<file path="src/rtl/snake_cmd_decoder.sv">
// snake_cmd_decoder
//   Buffers the snake game core's 32-bit draw command stream in a show-ahead
//   FIFO. It reassembles two-word commands, scales logic cells to pixels and
//   presents one draw request at a time on a valid/ready handshake.
//
// Ports
//   clk, rst_n        clock, synchronous active-low reset
//   cmd, cmd_vld      command word from the game core (no back-pressure)
//   req_vld, req_rdy  draw request handshake
//   req_type          0 = filled rectangle, 1 = character
//   req_x0/y0/x1/y1   rectangle corners (inclusive) or character position
//   req_color         fill colour or character foreground
//   req_bg, req_char, req_size  character background, code, scale
//   cmd_ovf           sticky: a command was dropped on a full FIFO
//
// Optional build macro SNAKE_CMD_DEC_STATS_EN adds:
//   drop_cnt          saturating count of discarded commands/pending words
//   fifo_hwm          FIFO occupancy high-water mark
module snake_cmd_decoder #(
    parameter int         FIFO_DEPTH  = 128,
    parameter int         FIFO_AW     = 7,
    parameter logic [4:0] H_LOGIC_MAX = 5'd31,
    parameter logic [4:0] V_LOGIC_MAX = 5'd23,
    parameter int         SPIXEL_PHY  = 20
) (
    input  logic              clk,
    input  logic              rst_n,
    input  logic [31:0]       cmd,
    input  logic              cmd_vld,
    output logic              req_vld,
    input  logic              req_rdy,
    output logic              req_type,
    output logic [9:0]        req_x0,
    output logic [8:0]        req_y0,
    output logic [9:0]        req_x1,
    output logic [8:0]        req_y1,
    output logic [7:0]        req_color,
    output logic [7:0]        req_bg,
    output logic [7:0]        req_char,
    output logic [3:0]        req_size,
    output logic              cmd_ovf
`ifdef SNAKE_CMD_DEC_STATS_EN
    ,
    output logic [7:0]        drop_cnt,
    output logic [FIFO_AW:0]  fifo_hwm
`endif
);

    typedef enum logic [1:0] {IDLE, PEND, ISSUE} state_t;

    localparam logic [FIFO_AW:0] DEPTH_C = (FIFO_AW + 1)'(FIFO_DEPTH);
    localparam logic [9:0] SP_X    = 10'(SPIXEL_PHY);
    localparam logic [8:0] SP_Y    = 9'(SPIXEL_PHY);
    localparam logic [9:0] SP_M1_X = 10'(SPIXEL_PHY - 1);
    localparam logic [8:0] SP_M1_Y = 9'(SPIXEL_PHY - 1);

    // Constant-coefficient shift-add multiply by SPIXEL_PHY.
    function automatic logic [9:0] scale_x(input logic [4:0] v);
        logic [9:0] acc;
        acc = '0;
        for (int i = 0; i < 10; i++)
            if (SP_X[i]) acc = acc + ({5'b0, v} << i);
        return acc;
    endfunction

    function automatic logic [8:0] scale_y(input logic [4:0] v);
        logic [8:0] acc;
        acc = '0;
        for (int i = 0; i < 9; i++)
            if (SP_Y[i]) acc = acc + ({4'b0, v} << i);
        return acc;
    endfunction

    // ---------------- command FIFO ----------------
    logic [31:0]        fifo_mem [FIFO_DEPTH];
    logic [FIFO_AW-1:0] wr_ptr_reg, rd_ptr_reg;
    logic [FIFO_AW:0]   count_reg;
    logic               fifo_empty, fifo_full, push, pop;
    logic [31:0]        head;
    logic               ovf_reg;

    assign fifo_empty = (count_reg == '0);
    // Full uses the pre-pop count: a same-cycle pop does not make room.
    assign fifo_full  = (count_reg == DEPTH_C);
    assign push       = cmd_vld && !fifo_full;
    assign head       = fifo_mem[rd_ptr_reg];

    always_ff @(posedge clk) begin
        if (push) fifo_mem[wr_ptr_reg] <= cmd;
    end

    always_ff @(posedge clk) begin
        if (!rst_n) begin
            wr_ptr_reg <= '0;
            rd_ptr_reg <= '0;
            count_reg  <= '0;
            ovf_reg    <= 1'b0;
        end else begin
            if (push) wr_ptr_reg <= wr_ptr_reg + FIFO_AW'(1);
            if (pop)  rd_ptr_reg <= rd_ptr_reg + FIFO_AW'(1);
            case ({push, pop})
                2'b10:   count_reg <= count_reg + (FIFO_AW + 1)'(1);
                2'b01:   count_reg <= count_reg - (FIFO_AW + 1)'(1);
                default: count_reg <= count_reg;
            endcase
            if (cmd_vld && fifo_full) ovf_reg <= 1'b1;
        end
    end

    // ---------------- head decode ----------------
    logic [9:0] sx_a, sx_b, ex_a, ex_b;
    logic [8:0] sy_a, sy_b, ey_a, ey_b;
    logic       cell_ok, rect_ok, line_ok, b_match;

    assign sx_a = scale_x(head[27:23]);
    assign sy_a = scale_y(head[22:18]);
    assign sx_b = scale_x(head[17:13]);
    assign sy_b = scale_y(head[12:8]);
    assign ex_a = sx_a + SP_M1_X;
    assign ey_a = sy_a + SP_M1_Y;
    assign ex_b = sx_b + SP_M1_X;
    assign ey_b = sy_b + SP_M1_Y;

    assign cell_ok = (head[27:23] <= H_LOGIC_MAX) && (head[22:18] <= V_LOGIC_MAX);
    assign rect_ok = (head[27:23] <= head[17:13]) && (head[22:18] <= head[12:8]) &&
                     (head[27:23] <= H_LOGIC_MAX) && (head[22:18] <= V_LOGIC_MAX) &&
                     (head[17:13] <= H_LOGIC_MAX) && (head[12:8]  <= V_LOGIC_MAX);

    // ---------------- FSM ----------------
    state_t     state_reg, state_next;
    logic [3:0] pend_op_reg;
    logic [9:0] pend_x_reg;
    logic [8:0] pend_y_reg;
    logic [7:0] pend_d_reg;
    logic       pend_latch, load;

    logic       n_type;
    logic [9:0] n_x0, n_x1;
    logic [8:0] n_y0, n_y1;
    logic [7:0] n_color, n_bg, n_char;
    logic [3:0] n_size;

    // Word B is recognised by bit 0 and must carry the pending word's opcode.
    assign b_match = (head[31:28] == pend_op_reg) && head[0];
    assign line_ok = (head[27:18] >= pend_x_reg) && (head[17:9] >= pend_y_reg);

    always_comb begin
        state_next = state_reg;
        pop        = 1'b0;
        load       = 1'b0;
        pend_latch = 1'b0;
        n_type     = 1'b0;
        n_x0       = '0;
        n_y0       = '0;
        n_x1       = '0;
        n_y1       = '0;
        n_color    = '0;
        n_bg       = '0;
        n_char     = '0;
        n_size     = '0;
        case (state_reg)
            IDLE: begin
                if (!fifo_empty) begin
                    pop = 1'b1;
                    case (head[31:28])
                        4'h0: if (cell_ok) begin
                            load    = 1'b1;
                            n_x0    = sx_a;
                            n_y0    = sy_a;
                            n_x1    = ex_a;
                            n_y1    = ey_a;
                            n_color = head[17:10];
                        end
                        4'h1: if (rect_ok) begin
                            load    = 1'b1;
                            n_x0    = sx_a;
                            n_y0    = sy_a;
                            n_x1    = ex_b;
                            n_y1    = ey_b;
                            n_color = head[7:0];
                        end
                        // An orphan word B is popped and dropped.
                        4'h9, 4'ha: pend_latch = !head[0];
                        default: ;
                    endcase
                    if (load)       state_next = ISSUE;
                    if (pend_latch) state_next = PEND;
                end
            end
            PEND: begin
                if (!fifo_empty) begin
                    state_next = IDLE;
                    // A non-matching head is left in the FIFO to be decoded fresh.
                    if (b_match) begin
                        pop = 1'b1;
                        if (pend_op_reg == 4'ha) begin
                            load    = 1'b1;
                            n_type  = 1'b1;
                            n_x0    = pend_x_reg;
                            n_y0    = pend_y_reg;
                            n_char  = pend_d_reg;
                            n_color = head[27:20];
                            n_bg    = head[19:12];
                            n_size  = head[11:8];
                        end else if (line_ok) begin
                            load    = 1'b1;
                            n_x0    = pend_x_reg;
                            n_y0    = pend_y_reg;
                            n_x1    = head[27:18];
                            n_y1    = head[17:9];
                            n_color = pend_d_reg;
                        end
                        if (load) state_next = ISSUE;
                    end
                end
            end
            ISSUE: if (req_rdy) state_next = IDLE;
            default: state_next = IDLE;
        endcase
    end

    always_ff @(posedge clk) begin
        if (!rst_n) begin
            state_reg   <= IDLE;
            pend_op_reg <= '0;
            pend_x_reg  <= '0;
            pend_y_reg  <= '0;
            pend_d_reg  <= '0;
            req_type    <= 1'b0;
            req_x0      <= '0;
            req_y0      <= '0;
            req_x1      <= '0;
            req_y1      <= '0;
            req_color   <= '0;
            req_bg      <= '0;
            req_char    <= '0;
            req_size    <= '0;
        end else begin
            state_reg <= state_next;
            if (pend_latch) begin
                pend_op_reg <= head[31:28];
                pend_x_reg  <= head[27:18];
                pend_y_reg  <= head[17:9];
                pend_d_reg  <= head[8:1];
            end
            if (load) begin
                req_type  <= n_type;
                req_x0    <= n_x0;
                req_y0    <= n_y0;
                req_x1    <= n_x1;
                req_y1    <= n_y1;
                req_color <= n_color;
                req_bg    <= n_bg;
                req_char  <= n_char;
                req_size  <= n_size;
            end
        end
    end

    assign req_vld = (state_reg == ISSUE);
    assign cmd_ovf = ovf_reg;

`ifdef SNAKE_CMD_DEC_STATS_EN
    // Popped without producing a request or a pending word, or a pending
    // word abandoned because the head did not complete it.
    logic       drop;
    logic [7:0] drop_cnt_reg;
    logic [FIFO_AW:0] hwm_reg;

    assign drop = (pop && !load && !pend_latch) ||
                  (state_reg == PEND && !fifo_empty && !pop);

    always_ff @(posedge clk) begin
        if (!rst_n) begin
            drop_cnt_reg <= '0;
            hwm_reg      <= '0;
        end else begin
            if (drop && drop_cnt_reg != 8'hff) drop_cnt_reg <= drop_cnt_reg + 8'd1;
            if (count_reg > hwm_reg) hwm_reg <= count_reg;
        end
    end

    assign drop_cnt = drop_cnt_reg;
    assign fifo_hwm = hwm_reg;
`endif

endmodule

</file>
<file path="config.mk">
export PLATFORM = sky130hd
export DESIGN_NAME = snake_cmd_decoder
export DESIGN_NICKNAME = d
export VERILOG_FILES = /design/src/rtl/snake_cmd_decoder.sv
export SDC_FILE = /design/constraint.sdc
export NUM_CORES = 2
export LEC_CHECK = 0
export ABC_CLOCK_PERIOD_IN_PS = 11900
export BUFFER_PORTS_ARGS = -buffer_cell sky130_fd_sc_hd__buf_4
export CAP_MARGIN = 20
export CORE_MARGIN = 10
export CORE_UTILIZATION = 47
export CTS_BUF_LIST = sky130_fd_sc_hd__clkbuf_8
export CTS_CLUSTER_DIAMETER = 200
export DETAILED_ROUTE_END_ITERATION = 10
export PLACE_DENSITY_LB_ADDON = 0.3
export SYNTH_ARGS = -nofsm -noshare
export SYNTH_HDL_FRONTEND = slang
export SYNTH_SLANG_ARGS = --single-unit
</file>
<file path="constraint.sdc">
create_clock -name clk -period 11.9 [get_ports clk]
set_input_delay 2.38 -clock clk [delete_from_list [all_inputs] [get_ports clk]]
set_output_delay 2.38 -clock clk [all_outputs]
set_load 0.05 [all_outputs]
</file>
==> results.yml <==
outcome:
  run_status: "completed"
sta:
  skew_ps: 43.3
  fmax_mhz: 122
  hold_viol: 0
  fin_tns_setup_ps: 0
  setup_violations: 0
  tightest_slew_ps: 1290
  finalCritPeriodShare: 0.687
  max-slew-margin-rel: 0.128
  min_period_ps: 8180
  rsz0062_at_grt: "no"
  setup_slack_ps: 3720
  drv_slew: 0
layout:
  layout.nets: 8098
  drive_above_1_share: 0.290
  regMostFlops: "fifo_mem"
  fin_area_um2: 183000
  areaGrowthSynthToFinish_pct: 11.6
  layout.cells.non_filler: 13100
  largest_reg_flops: 4096
power:
  p_leak_nw: 56.9
  peakVddDrop_mv: 0.147
  p_per_area_nw_per_um2: 197
synth:
  yosysTopAreaCellShare: 0.750
  ys_ff_latch: 4226
  synthTopCellsByArea: "edfxtp_1 75%, mux4_2 15%, dfxtp_1 1.6%"
  synthArstFlopShare: 0
  ys_seq_area_frac: 0.766
  syn-mean-instance-area_um2: 22.2
  synth-main-ff-cell: "edfxtp_1"
  synth-edff-count: 4096
  syn_nets: 7487
  netlist_instances: 7388
  yosysMostFrequentCell: "edfxtp_1"
  syn_area_um2: 164000
  yosys.area.top_type: "edfxtp_1"
  ys_top_cells_by_count: "4096 x edfxtp_1, 1106 x mux4_2, 256 x mux2i_1"
  ys_types: 90
  yosysWarnings: 0
critical_path:
  crit_slowest_cell: "o311ai_0"
  timing.rr.end: "count_reg[7]$_SDFFE_PN0P_"
  reg2reg_depth: 21
  critical_path.cell_chain: "buf_12, mux4_2, nor2_1, nor2_1, o311ai_0, o22ai_2, xnor2_1, o21ai_0, nor4_2, o21a_1, ha_1, ha_1, a21o_1, a21oi_1, o21bai_1, a21oi_1, o21bai_1, a21oi_1, xnor2_1, or3_1, a21oi_1"
  cp_common_cell: "a21oi_1"
  path_class: "flip-flop to flip-flop"
  crit_required_ps: 12880
  endpoint_kind: "flip-flop"
  arrival_ps: 9160
  cp_slowest_stage_delay_ps: 1040
  critPathLaunchType: "flip-flop"
  crit_fanout: 93
  r2r_slack_ps: 3720
flow_run:
  maxCapViolCount: 0
routing:
  drc: 0
  routed_wirelength_um: 460000
  vias: 83500
  ant_nets: 0
  first_iter_violations: 12600
  dr.pass1.iters: 8
  viasPerCell: 6.38
  wl_per_cell_um: 35.2
global_routing:
  grt_use_total: 0.242
  antenna_found_initial: 53
  grt_pass1_vias: 82800
  grt_start_max_net_pins: 129
  grt_pass1_wl_um: 644000
  gr-total-overflow: 0
placement:
  placed_cell_area_um2: 171000
  gp_congestion: 0.913
  placed_cells: 11900
  dp_hpwl_um: 253000
  dp_slack_ps: 3820
  io_buffer_count: 104
clock_network:
  clkTransAtPathRegs_ps: 70
  cts_hold_buf: 0
  cts_made_buffers: 646
  insertion_delay_ps: 1070
  cts-root-buf: "clkbuf_8"
  cts_max_level: 6
  cts_tree: "yes"
  clock_sinks: 4226
  post_cts_resized: 0
  cts_buffer_depth: 4
  cts_setup_buffers: 0
hold_path:
  hp-class: "flip-flop to flip-flop"
  min-delay-start: "req_x0[9]$_SDFFE_PN0P_"
  holdPathStages: 2
  worst_hold_path.endpoint: "req_x0[9]$_SDFFE_PN0P_"
floorplan:
  io_pins: 105
  die_y_um: 611
  core_um2: 347000
  die_w_um: 611
  dieArea_um2: 373000
  initial_core_util: 0.473
  fp-row-count: 216
-- final cells by class --
class / count / area [um^2]
flip-flops and latches: 4226 / 126000
repair buffers: 366 / 3090
clock inverters: 465 / 2360
multi-input cells: 2696 / 36800
diodes: 20 / 50.0
fillers: 26300 / 164000
well taps: 4578 / 5730
inverters: 63 / 246
clock buffers: 665 / 9150
-- per-stage QoR --
stage          utilization  power (W)  hold WS (ps)
2_1_floorplan            -     0.0227           434
3_3_place_gp         0.494     0.0253           445
3_5_place_dp         0.494     0.0253           455
4_1_cts              0.527     0.0362           463
5_1_grt              0.528     0.0374           488
6_report             0.528     0.0361           463
-- cells in the final DEF (no fill, tap or decap), types with 21 or more instances in the layout --
cell / count
o22ai_1: 27
nor2_1: 102
clkinv_2: 53
a22oi_1: 133
o21ai_0: 64
a211oi_1: 22
dfxtp_1: 124
a21oi_1: 89
inv_1: 253
mux2i_1: 256
a32oi_1: 24
mux4_2: 1106
a21o_1: 21
clkbuf_8: 665
a22o_1: 22
nand2b_1: 23
edfxtp_1: 4096
nor2_4: 130
ha_1: 58
mux2_2: 21
nand3_1: 57
nand2_1: 218
clkinvlp_4: 21
buf_4: 338
a31oi_1: 38
clkinv_1: 161
-- power by group --
group | switching [W] | total, W | internal (W) | leakage [nW]
sequential | 0.000171 | 0.0166 | 0.0164 | 37.9
clock | 0.00554 | 0.0110 | 0.00549 | 6.58
combinational | 0.00482 | 0.00847 | 0.00365 | 12.4
-- critical path, delay by kind of cell (launching register included) --
kind / cells / cell delay (ps)
AO/OA/AOI/OAI: 11 / 3380
XOR/XNOR: 2 / 390
adder cells (fa/ha/maj): 2 / 690
buffers and inverters: 1 / 550
flip-flops: 1 / 1030
multiplexers: 1 / 600
AND/OR/NAND/NOR: 4 / 1270
-- how the worst max path moves through the flow --
stage	start	to	slack, ps	depth (start not counted)
2_1_floorplan	flip-flop	req_y0[8]$_SDFFE_PN0P_	5630	33
3_3_place_gp	flip-flop	req_bg[5]$_SDFFE_PN0P_	3670	19
6_report	flip-flop	count_reg[7]$_SDFFE_PN0P_	3720	21
5_1_grt	flip-flop	count_reg[7]$_SDFFE_PN0P_	3380	21
4_1_cts	flip-flop	req_char[2]$_SDFFE_PN0P_	3800	19
3_5_place_dp	flip-flop	req_char[4]$_SDFFE_PN0P_	3820	19
-- cells by family after synthesis --
| family | after synthesis | synth area share |
|---|---|---|
| mux | 1384 | 0.169 |
| compound gates | 562 | 0.0244 |
| buf+inv | 466 | 0.0160 |
| flops | 4226 | 0.766 |
| xor+xnor | 33 | 0.00176 |
| fa+ha+maj | 63 | 0.00504 |
| simple gates | 654 | 0.0178 |
-- per-layer routing --
metal	global-route usage	vias to the layer above	share of wire
li1	-	32600	-
met1	0.347	44600	0.39
met2	0.363	5440	0.45
met3	0.0649	873	0.12
met4	0.0828	24	0.038
met5	0.00345	-	0.00075
Note: power is estimated with default switching activity, not from simulation.
